## src/rtl/clk_cs_xfer_ctrl.sv

```systemverilog
// Round-robin transfer controller for the clk_cs divider: arbitrates two requesters and
// runs one MSB-first serial transfer per grant, gating the divider through o_clk_cs_en.
`ifndef CLK_CS_ENABLE
`define CLK_CS_ENABLE 1'b1
`endif

module clk_cs_xfer_ctrl #(
    parameter int unsigned DATA_W    = 8,
    parameter int unsigned SETUP_CYC = 2,
    parameter int unsigned HOLD_CYC  = 2,
    parameter int unsigned GAP_CYC   = 2
) (
    input  logic              clk,
    input  logic              rst,
    input  logic              i_req0,
    input  logic              i_req1,
    input  logic [DATA_W-1:0] i_wdata0,
    input  logic [DATA_W-1:0] i_wdata1,
    output logic              o_gnt0,
    output logic              o_gnt1,
    output logic              o_done0,
    output logic              o_done1,
    output logic [DATA_W-1:0] o_rdata,
    output logic              o_busy,
    output logic              o_clk_cs_en,
    input  logic              i_clk_cs,
    output logic              o_cs_n,
    output logic              o_mosi,
    input  logic              i_miso
);

    localparam int unsigned CNT_MAX = (SETUP_CYC > HOLD_CYC) ?
                                      ((SETUP_CYC > GAP_CYC) ? SETUP_CYC : GAP_CYC) :
                                      ((HOLD_CYC > GAP_CYC) ? HOLD_CYC : GAP_CYC);
    localparam int unsigned CNT_W   = $clog2(CNT_MAX + 1);
    localparam int unsigned BC_W    = $clog2(DATA_W + 1);

    typedef enum logic [2:0] {
        S_IDLE,
        S_SETUP,
        S_SHIFT,
        S_HOLD,
        S_GAP
    } state_t;

    state_t            r_state;
    state_t            w_state_nxt;
    logic [CNT_W-1:0]  r_cnt;
    logic [BC_W-1:0]   r_bitcnt;
    logic [DATA_W-1:0] r_tx;
    logic [DATA_W-1:0] r_rx;
    logic              r_clk_cs_d;
    logic              r_owner;
    logic              r_rr;
    logic              w_rise;
    logic              w_fall;
    logic              w_last_fall;
    logic              w_accept;
    logic              w_pick1;
    logic              w_hold_last;

    assign w_rise      = i_clk_cs & ~r_clk_cs_d;
    assign w_fall      = ~i_clk_cs & r_clk_cs_d;
    assign w_last_fall = w_fall & (r_bitcnt == BC_W'(DATA_W));
    // r_rr set means req1 is favoured when both requesters compete
    assign w_pick1     = i_req1 & (~i_req0 | r_rr);
    assign o_mosi      = r_tx[DATA_W-1];

    always_ff @(posedge clk or posedge rst) begin
        if (rst) begin
            r_state <= S_IDLE;
        end else begin
            r_state <= w_state_nxt;
        end
    end

    always_comb begin
        w_state_nxt = r_state;
        o_clk_cs_en = ~`CLK_CS_ENABLE;
        w_accept    = 1'b0;
        w_hold_last = 1'b0;
        case (r_state)
            S_IDLE: begin
                if ((i_req0 | i_req1) & ~i_clk_cs) begin
                    w_accept    = 1'b1;
                    w_state_nxt = S_SETUP;
                end
            end
            S_SETUP: begin
                if (r_cnt == CNT_W'(SETUP_CYC - 1)) begin
                    w_state_nxt = S_SHIFT;
                end
            end
            S_SHIFT: begin
                // Dropped in the cycle of the last fall so the divider parks at 0
                if (!w_last_fall) begin
                    o_clk_cs_en = `CLK_CS_ENABLE;
                end else begin
                    w_state_nxt = S_HOLD;
                end
            end
            S_HOLD: begin
                if (r_cnt == CNT_W'(HOLD_CYC - 1)) begin
                    w_hold_last = 1'b1;
                    w_state_nxt = S_GAP;
                end
            end
            S_GAP: begin
                if (r_cnt == CNT_W'(GAP_CYC - 1)) begin
                    w_state_nxt = S_IDLE;
                end
            end
            default: w_state_nxt = S_IDLE;
        endcase
    end

    // Datapath, handshake pulses and serial pins
    always_ff @(posedge clk or posedge rst) begin
        if (rst) begin
            r_cnt      <= '0;
            r_bitcnt   <= '0;
            r_tx       <= '0;
            r_rx       <= '0;
            r_clk_cs_d <= 1'b0;
            r_owner    <= 1'b0;
            r_rr       <= 1'b0;
            o_gnt0     <= 1'b0;
            o_gnt1     <= 1'b0;
            o_done0    <= 1'b0;
            o_done1    <= 1'b0;
            o_rdata    <= '0;
            o_busy     <= 1'b0;
            o_cs_n     <= 1'b1;
        end else begin
            r_clk_cs_d <= i_clk_cs;
            o_gnt0     <= 1'b0;
            o_gnt1     <= 1'b0;
            o_done0    <= 1'b0;
            o_done1    <= 1'b0;
            o_busy     <= (w_state_nxt != S_IDLE);
            r_cnt      <= (w_state_nxt != r_state) ? '0 : r_cnt + CNT_W'(1);

            if (w_accept) begin
                o_gnt0   <= ~w_pick1;
                o_gnt1   <= w_pick1;
                r_tx     <= w_pick1 ? i_wdata1 : i_wdata0;
                r_owner  <= w_pick1;
                r_bitcnt <= '0;
                o_cs_n   <= 1'b0;
            end

            if (r_state == S_SHIFT) begin
                if (w_rise) begin
                    r_rx     <= {r_rx[DATA_W-2:0], i_miso};
                    r_bitcnt <= r_bitcnt + BC_W'(1);
                end
                if (w_fall && (r_bitcnt < BC_W'(DATA_W))) begin
                    r_tx <= {r_tx[DATA_W-2:0], 1'b0};
                end
            end

            if (w_hold_last) begin
                o_cs_n  <= 1'b1;
                o_rdata <= r_rx;
                o_done0 <= ~r_owner;
                o_done1 <= r_owner;
                r_rr    <= ~r_owner;
            end
        end
    end

endmodule

```

## config.mk

```make
export PLATFORM = sky130hd
export DESIGN_NAME = clk_cs_xfer_ctrl
export DESIGN_NICKNAME = d
export VERILOG_FILES = /design/src/rtl/clk_cs_xfer_ctrl.sv
export SDC_FILE = /design/constraint.sdc
export NUM_CORES = 1
export LEC_CHECK = 0
export ABC_CLOCK_PERIOD_IN_PS = 1700
export CORE_AREA = 5 5 81 83
export CTS_CLUSTER_DIAMETER = 200
export DETAILED_ROUTE_END_ITERATION = 8
export DIE_AREA = 0 0 86 88
export SYNTH_ARGS = -nofsm -noshare
export SYNTH_HDL_FRONTEND = slang
export SYNTH_SLANG_ARGS = --single-unit
```

## constraint.sdc

```tcl
create_clock -name clk -period 1.7 [get_ports clk]
set_input_delay 0.34 -clock clk [delete_from_list [all_inputs] [get_ports clk]]
set_output_delay 0.34 -clock clk [all_outputs]
set_load 0.1 [all_outputs]
```

* After elaboration in Yosys (flattened, before gate mapping)
Index checks and enable logic that the tools add are counted.
Widths: inputs -> output; s select.
** Cells by class
- $add $sub $neg :: 2
- Order comparisons :: 1
- Eq/ne operators :: 7
- Multiplexer cells :: 26
- Bitwise operators :: 12
- Reductions and logical operators :: 5
** Operator list (count)
- $mux 8 :: 4
- $mux 3 :: 5
- $pmux 3 s5 :: 1
- $mux 1 :: 12
- $mux 4 :: 3
- $eq 3x2->1 const B :: 2
- $and 1x1->1 :: 5
- $not 1->1 :: 5
- $add 4x1->4 const B :: 1
- $eq 4x4->1 const B :: 1
- $lt 4x4->1 const B :: 1
- $eq 3x1->1 const B :: 1
- $eq 3x3->1 const B :: 1
- $logic_not 3->1 :: 1
- $ne 3x3->1 :: 1
- $reduce_bool 3->1 :: 1
- $add 2x1->2 const B :: 1
- $eq 2x1->1 const B :: 1
- $mux 2 :: 1
- $or 1x1->1 :: 2
- $reduce_and 2->1 :: 1
- $reduce_bool 2->1 :: 1
- $logic_and 1x1->1 :: 1
** Storage, ports and cells
- Register bits after elaboration :: 42
- Input port bits :: 22
- Output and inout bits :: 16
- Logic and storage cells :: 68

* Logic depth before layout (Yosys ltp)
Gate-level depths: netlist of run 1.
- Word-level depth :: 7
- Mapped depth :: 7
- Depth with buffers taken out :: 6

* Worst setup path before layout of run 1
No wires, ideal clock.
- Path type :: register to output
- Start :: reg r_state[2]
- End :: out o_clk_cs_en
- Data arrival time :: 2166 ps
- Required time :: 1360 ps
- Setup slack :: -806 ps
- Cell stages (with the launch flop) :: 4
- Buffers on the path :: 1
- Cell sequence :: dfrtp_1 buf_4 or3b_4 nor2_1
** Between the ends
- Longest elaborated chain between the ends :: 2
** Ends and longest elaborated chain
- from (decl) :: line 46 : state_t r_state;
- from (signal assigned) :: line 73 : r_state <= w_state_nxt;
- $eq 3x2->1 :: line 82 : case (r_state)
- $mux 1 :: line 82
- to (decl) :: line 25 : output logic o_clk_cs_en,
Every way passes these cells.

* Final worst setup path of run 1
- Start :: reg r_bitcnt[1]
- End :: out o_clk_cs_en
** Between the ends
- Longest elaborated chain between the ends :: 4
** Ends and longest elaborated chain
- from (decl) :: line 49 : logic [BC_W-1:0] r_bitcnt;
- from (signal assigned) :: line 155 : r_bitcnt <= r_bitcnt + BC_W'(1);
- $eq 4x4->1 :: line 64 : assign w_last_fall = w_fall & (r_bitcnt == BC_W'(DATA_W));
- $and 1x1->1 :: line 64
- $mux 1 :: line 96 : if (!w_last_fall) begin
- $mux 1 :: line 82
Every way passes these cells.

==> metrics.md, run 1 <==
| Metric | Value |
|---|---|
| IO Port Bufs | 37 |
| Largest net degree at the start of global routing | 43 |
| Switching Fraction | 0.429 |
| Die span in x | 86 um |
| Clock power frac | 0.119 |
| Placeable core region | 5780 um2 |
| Worst slack at placement | -0.362 ns |
| Fin crit period | 1.78 ns |
| #FFs+latches synth | 42 |
| Multi-input combinational cell area | 805 um2 |
| Placed insts | 284 |
| Most frequent cells in the layout | 41 x dfrtp_1, 23 x buf_4, 20 x clkdlybuf4s50_1 |
| Routability Congestion | 0.745 |
| Pwr Density | 1840 nW/um2 |
| Setup CP Type | reg2out |
| # DRC | 0 |
| CP required | 1.36 ns |
| Crit end category | primary output |
| Routed length per instance | 14.0 um |
| Slew Limit Headroom | 0.784 |
| Post-synth net total | 187 |
| Reg-to-reg endpoint | r_rx[7] |
| Ys Warns | 0 |
| Commonest non-fill, non-tap cell in the layout | dfrtp_1 |
| Hold_buf cts | 0 |
| Starting Density | 0.332 |
| # rows | 28 |
| Fin crit share | 1.05 |
| Max Root-Sink Buffers | 2 |
| Max-Cap Viols | 0 |
| Largest area contributor in the netlist | dfrtp_1 |
| Synth top area cells | dfrtp_1 53%, mux2_2 5.9%, mux2_4 4.7%, o32a_1 3.6%, buf_6 2.9% |
| Net Sw Power | 2.22 mW |
| Skew final | 0.00964 ns |
| WL final | 4220 um |
| Non-filler cells, final | 302 |
| Violated checks | setup timing |
| Initial drt markers | 73 |
| Placed cell area | 2630 um2 |
| Reg power frac | 0.323 |
| Hold Path Class | in2async |
| Initial antenna violation count | 0 |
| Die ar. | 7570 um2 |
| Async SR Flop Fraction | 1.00 |
| Final setup viols | 1 |
| Reg-to-reg slack, setup | 0.03 ns |
| Die height | 88 um |
| Layout fillers | 524 |
| Comb power frac | 0.558 |
| Clock Latency Late Sink | 0.29 ns |
| Synth Cell Area | 1920 um2 |
| Synth cell types | 43 |
| Number of synthesized flops with an enable pin | 0 |
| Max Fclk | 561 MHz |
| Reg2Reg Depth | 4 |
| Vias | 1444 |
| Syn Area/Cell | 11.9 um2 |
| CTS buffer count | 5 |
| Startpoint types | register |
| Setup ws final | -0.0836 ns |
| Nets | 251 |
| Outcome | finished, violations left |
| Slew Limit Fails | 0 |
| Total gr overflow | 0 |
| Sequential area share after synthesis | 0.548 |
| Register area | 1050 um2 |
| Ports | 38 |
| Vias per inst | 4.78 |
| Post-synth top area share | 0.534 |
| CTS Sinks | 42 |
| Synth Instances | 162 |
| DRT antenna net count | 0 |
| Least-Margin Pin Slew | 0.324 ns |
| Primary FF master, synth | dfrtp_1 |
| Fin. Hold Viols | 0 |
| Share of layout cells above drive strength 1 | 0.357 |
| Worst r2r src | r_state[2] |
| Ant. Diodes | 0 |
| First-pass GRT wire length | 7070 um |
| Gr usage total | 0.120 |
| Htree depth | 2 |
| Worst-path fanout max | 2 |
| Internal | 2.95 mW |
| Leakage Power | 1.27 nW |
| Root buffer cell | clkbuf_8 |
| Post-DP HPWL | 2890 um |
| Area Overhead vs Synth | 46.5% |
| WP data arrival | 1.44 ns |
| Vias in the first global route | 1449 |
| RSZ-0062 raised after global routing | yes |
| CTS tree | done |
| Worst vdd ir | 1.11 mV |
| Worst-path clk slew | 0.08 ns |
| Final Cell Area | 2820 um2 |
| First-pass DRT Iterations | 4 |
## power by group through the flow
stage | Clock (mW) | Combinational [mW] | Sequential (mW)
floorplan | 0 | 1.07 | 2.39
global placement | 0 | 2.65 | 1.69
detailed placement | 0 | 2.70 | 1.70
CTS | 0.636 | 2.83 | 1.67
global route | 0.679 | 3.07 | 1.72
finish | 0.616 | 2.88 | 1.67
## stage by stage
stage / power, mW / TNS, ns / utilization / hold slack, ns
6_report: 5.17 / -0.0836 / 0.487 / 0.401
5_1_grt: 5.47 / -0.122 / 0.487 / 0.431
4_1_cts: 5.13 / -0.0693 / 0.479 / 0.412
3_5_place_dp: 4.40 / -6.88 / 0.455 / 0.473
3_3_place_gp: 4.34 / -6.38 / 0.455 / 0.460
2_1_floorplan: 3.45 / -0.0809 / - / 0.371
## registers in the layout (all words and copies together) (netlist names)
register    count
r_rr            1
o_cs_n          1
o_busy          1
r_cnt           2
r_clk_cs_d      1
o_rdata         8
r_tx            8
o_done1         1
r_bitcnt        4
r_state         3
o_gnt1          1
r_owner         1
o_done0         1
o_gnt0          1
r_rx            8
## cell families after synthesis
group	after synthesis	share of synthesized area
compound gates	33	0.123
flops	42	0.548
buf+inv	18	0.0573
fa+ha+maj	3	0.0195
mux	17	0.111
xor+xnor	3	0.0137
simple gates	46	0.128
## cells in the mapped netlist (4+ instances only)
| cell type | instances |
|---|---|
| o22ai_1 | 7 |
| mux2_4 | 6 |
| o21ai_1 | 6 |
| o21ai_0 | 4 |
| nor2_1 | 12 |
| o32a_1 | 7 |
| buf_6 | 5 |
| nand2_1 | 13 |
| dfrtp_1 | 41 |
| inv_1 | 9 |
| mux2_2 | 10 |
## per-layer routing
metal	global-route usage	wire, um	up-vias	part of all wire
li1	-	-	702	-
met1	0.157	1890	703	0.45
met2	0.185	2020	33	0.48
met3	0.0357	234	6	0.055
met4	0.0504	78	0	0.018
met5	0	0	-	0
## worst max path at each step
stage | startpoint | to | slack [ns] | cells past startpoint
5_1_grt | r_bitcnt[1] | o_clk_cs_en | -0.12 | 5
2_1_floorplan | r_state[2] | r_rx[0] | -0.01 | 5
4_1_cts | r_bitcnt[1] | o_clk_cs_en | -0.07 | 5
6_report | r_bitcnt[1] | o_clk_cs_en | -0.08 | 5
3_3_place_gp | i_clk_cs | r_owner | -0.34 | 4
3_5_place_dp | i_clk_cs | r_tx[0] | -0.36 | 5
## what timing repair did
action,CTS,global route
setup buffers,6,2
pin swaps,5,4
gates resized for setup,5,7
gates cloned,1,1
setup endpoints to repair,9,18
## area by class of cell
cell class,instances,share of cell area
timing repair buffer,63,0.264
clock inverter,2,0.00356
sequential,42,0.374
inverter,10,0.0133
tap,75,0.0333
multi-input combinational,104,0.286
clock buffer,6,0.0258
## critical path: stages (launching register included)
cell	delay (ns)
dfrtp_1	0.37
inv_1	0.06
ha_2	0.17
and4b_2	0.27
nor2_4	0.11
buf_12	0.18
Power figures use the tool's default switching activity.
==> run 2, diff against run 1 <==
--- a/config.mk
+++ b/config.mk
@@ -6,10 +6,14 @@
 export NUM_CORES = 1
 export LEC_CHECK = 0
 export ABC_CLOCK_PERIOD_IN_PS = 1700
+export CELL_PAD_IN_SITES_DETAIL_PLACEMENT = 0
+export CELL_PAD_IN_SITES_GLOBAL_PLACEMENT = 1
 export CORE_AREA = 5 5 81 83
 export CTS_CLUSTER_DIAMETER = 200
 export DETAILED_ROUTE_END_ITERATION = 8
 export DIE_AREA = 0 0 86 88
+export PLACE_DENSITY_LB_ADDON = 0.1
+export SKIP_LAST_GASP = 1
 export SYNTH_ARGS = -nofsm -noshare
 export SYNTH_HDL_FRONTEND = slang
 export SYNTH_SLANG_ARGS = --single-unit
==> metrics.md, run 2 (synthesized netlist as in run 1, its figures left out) <==
| Metric | Value |
|---|---|
| Post-DP HPWL | 3050 um |
| Placeable core region | 5780 um2 |
| Leakage Power | 1.28 nW |
| Vias | 1408 |
| Max Fclk | 565 MHz |
| CTS buffer count | 5 |
| Hold_buf cts | 0 |
| Worst vdd ir | 0.962 mV |
| Vias per inst | 4.68 |
| CP endpoint | o_clk_cs_en |
| Switching Fraction | 0.433 |
| Total gr overflow | 0 |
| Reg-to-reg endpoint | r_owner |
| Largest net degree at the start of global routing | 43 |
| Outcome | finished, violations left |
| Die height | 88 um |
| Setup CP Type | reg2out |
| Fin crit period | 1.77 ns |
| Final total power | 5.22 mW |
| Pwr Density | 1840 nW/um2 |
| WP data arrival | 1.43 ns |
| Root buffer cell | clkbuf_8 |
| Die span in x | 86 um |
| Net Sw Power | 2.26 mW |
| Skew final | 0.00672 ns |
| Vias in the first global route | 1496 |
| Slowest-stage cell, CP | or3b_4 |
| DRT antenna net count | 0 |
| Nets | 250 |
| Share of layout cells above drive strength 1 | 0.363 |
| Crit end category | primary output |
| Gr usage total | 0.122 |
| Setup TNS | -0.0714 ns |
| Register area | 1050 um2 |
| Clock power frac | 0.127 |
| First-pass DRT Iterations | 4 |
| Htree depth | 2 |
| Most frequent cells in the layout | 41 x dfrtp_1, 20 x clkdlybuf4s50_1, 20 x buf_4 |
| Met2 WL post-DR | 2070 um |
| Cells along the critical path | or3b_4, nor2_4, buf_12 |
| Routability Congestion | 0.780 |
| Worst-path fanout max | 3 |
| CP required | 1.36 ns |
| CTS Sinks | 42 |
| Met1 wire length | 1940 um |
| First-pass GRT wire length | 7280 um |
| Ports | 38 |
| CP startpoint | r_state[1] |
| Worst r2r src | r_state[2] |
| Ant. Diodes | 0 |
| Commonest non-fill, non-tap cell in the layout | dfrtp_1 |
| Worst-path clk slew | 0.09 ns |
| CTS tree | done |
| Starting Density | 0.332 |
| Layout fillers | 533 |
| Initial antenna violation count | 0 |
| Reg2Reg Depth | 4 |
| Least-Margin Pin Slew | 0.485 ns |
| Slew Limit Fails | 0 |
| Reg-to-reg slack, setup | 0.02 ns |
| Violated checks | setup timing |
| Routed length per instance | 14.3 um |
| # DRC | 0 |
| Max incr delay on CP | 0.43 ns |
| Max-Cap Viols | 0 |
| IO Port Bufs | 37 |
| Fin. Hold Viols | 0 |
| Final setup viols | 1 |
| Comb power frac | 0.550 |
| Startpoint types | register |
| # rows | 28 |
| Setup ws final | -0.0714 ns |
| Initial drt markers | 49 |
| Hold Path Class | in2async |
| Worst path buffer plus inverter count | 1 |
| WL final | 4320 um |
| Reg power frac | 0.323 |
| Crit path max-delay family | simple AND/OR/NAND/NOR gates |
| Uppermost layer routed | met4 |
| Max Root-Sink Buffers | 2 |
| Top Registers | o_rdata x8, r_rx x8, r_tx x8 |
| Slew Limit Headroom | 0.676 |
| Worst path depth | 3 |
| Fin crit share | 1.04 |
| Multi-input combinational cell area | 811 um2 |
| WL met3 | 249 um |
| Internal | 2.96 mW |
| RSZ-0062 raised after global routing | yes |
| Clock Latency Late Sink | 0.30 ns |
| Die ar. | 7570 um2 |
| Area Overhead vs Synth | 47.9% |
[run 2: cell types whose count changed in the layout (fill, tap and decap cells not counted), sizes merged]
cell      change
buf           -1
clkbuf        -1
clkinv        -1
clkinvlp      +1
inv           +1
[run 2: worst min-delay path by stage]
stage,from,to,slack [ns],cells after the start
floorplan,i_clk_cs,r_clk_cs_d,0.37,0
global placement,r_owner,o_done0,0.46,1
detailed placement,r_owner,o_done0,0.45,1
CTS,rst,o_done0,0.40,3
global route,rst,o_rdata[3],0.43,3
finish,rst,o_rdata[3],0.39,3
[run 2: power by group through the flow]
stage / clock, mW / combinational (mW) / sequential [mW]
after floorplan: 0 / 1.07 / 2.39
after global placement: 0 / 2.73 / 1.69
after detailed placement: 0 / 2.78 / 1.72
after CTS: 0.690 / 2.82 / 1.69
after global routing: 0.734 / 3.06 / 1.74
final: 0.661 / 2.87 / 1.69
[run 2: cell type report]
class                      instances  share of cell area
sequential                        42               0.370
multi-input combinational        104               0.285
timing repair buffer              62               0.265
tap                               75              0.0330
clock buffer                       5              0.0242
inverter                          10              0.0132
clock inverter                     3             0.00881
[run 2: routing by layer]
layer	up-vias	GRT usage
met3	6	0.0386
met2	36	0.193
met4	0	0.0432
met5	-	0
met1	669	0.157
li1	697	-
[run 2: what timing repair did]
item / in CTS / in global routing
buffers inserted: 5 / 2
setup endpoints to repair: 18 / 17
endpoints found under the hold margin: 0 / 0
pin swaps: 5 / 7
cloned: 1 / 1
gates resized for setup: 5 / 8
[run 2: metrics by stage]
step	utilization	hold WS (ns)	worst slack [ns]	instance area (um2)	std cells
global route	0.492	0.429	-0.139	2840	301
detailed placement	0.462	0.452	-0.433	2670	286
floorplan	-	0.371	-0.0121	1940	162
finish	0.492	0.395	-0.0714	2840	301
CTS	0.484	0.403	-0.0845	2800	299
global placement	0.462	0.463	-0.374	2670	286
[run 2: worst reg2reg max path: cells and delay by family (launching register included)]
| kind | cells | cell delay (ns) |
|---|---|---|
| and+or+nand+nor | 2 | 0.89 |
| DFF | 1 | 0.40 |
| AOI/OAI and AO/OA | 1 | 0.17 |
| buffers and inverters | 1 | 0.12 |
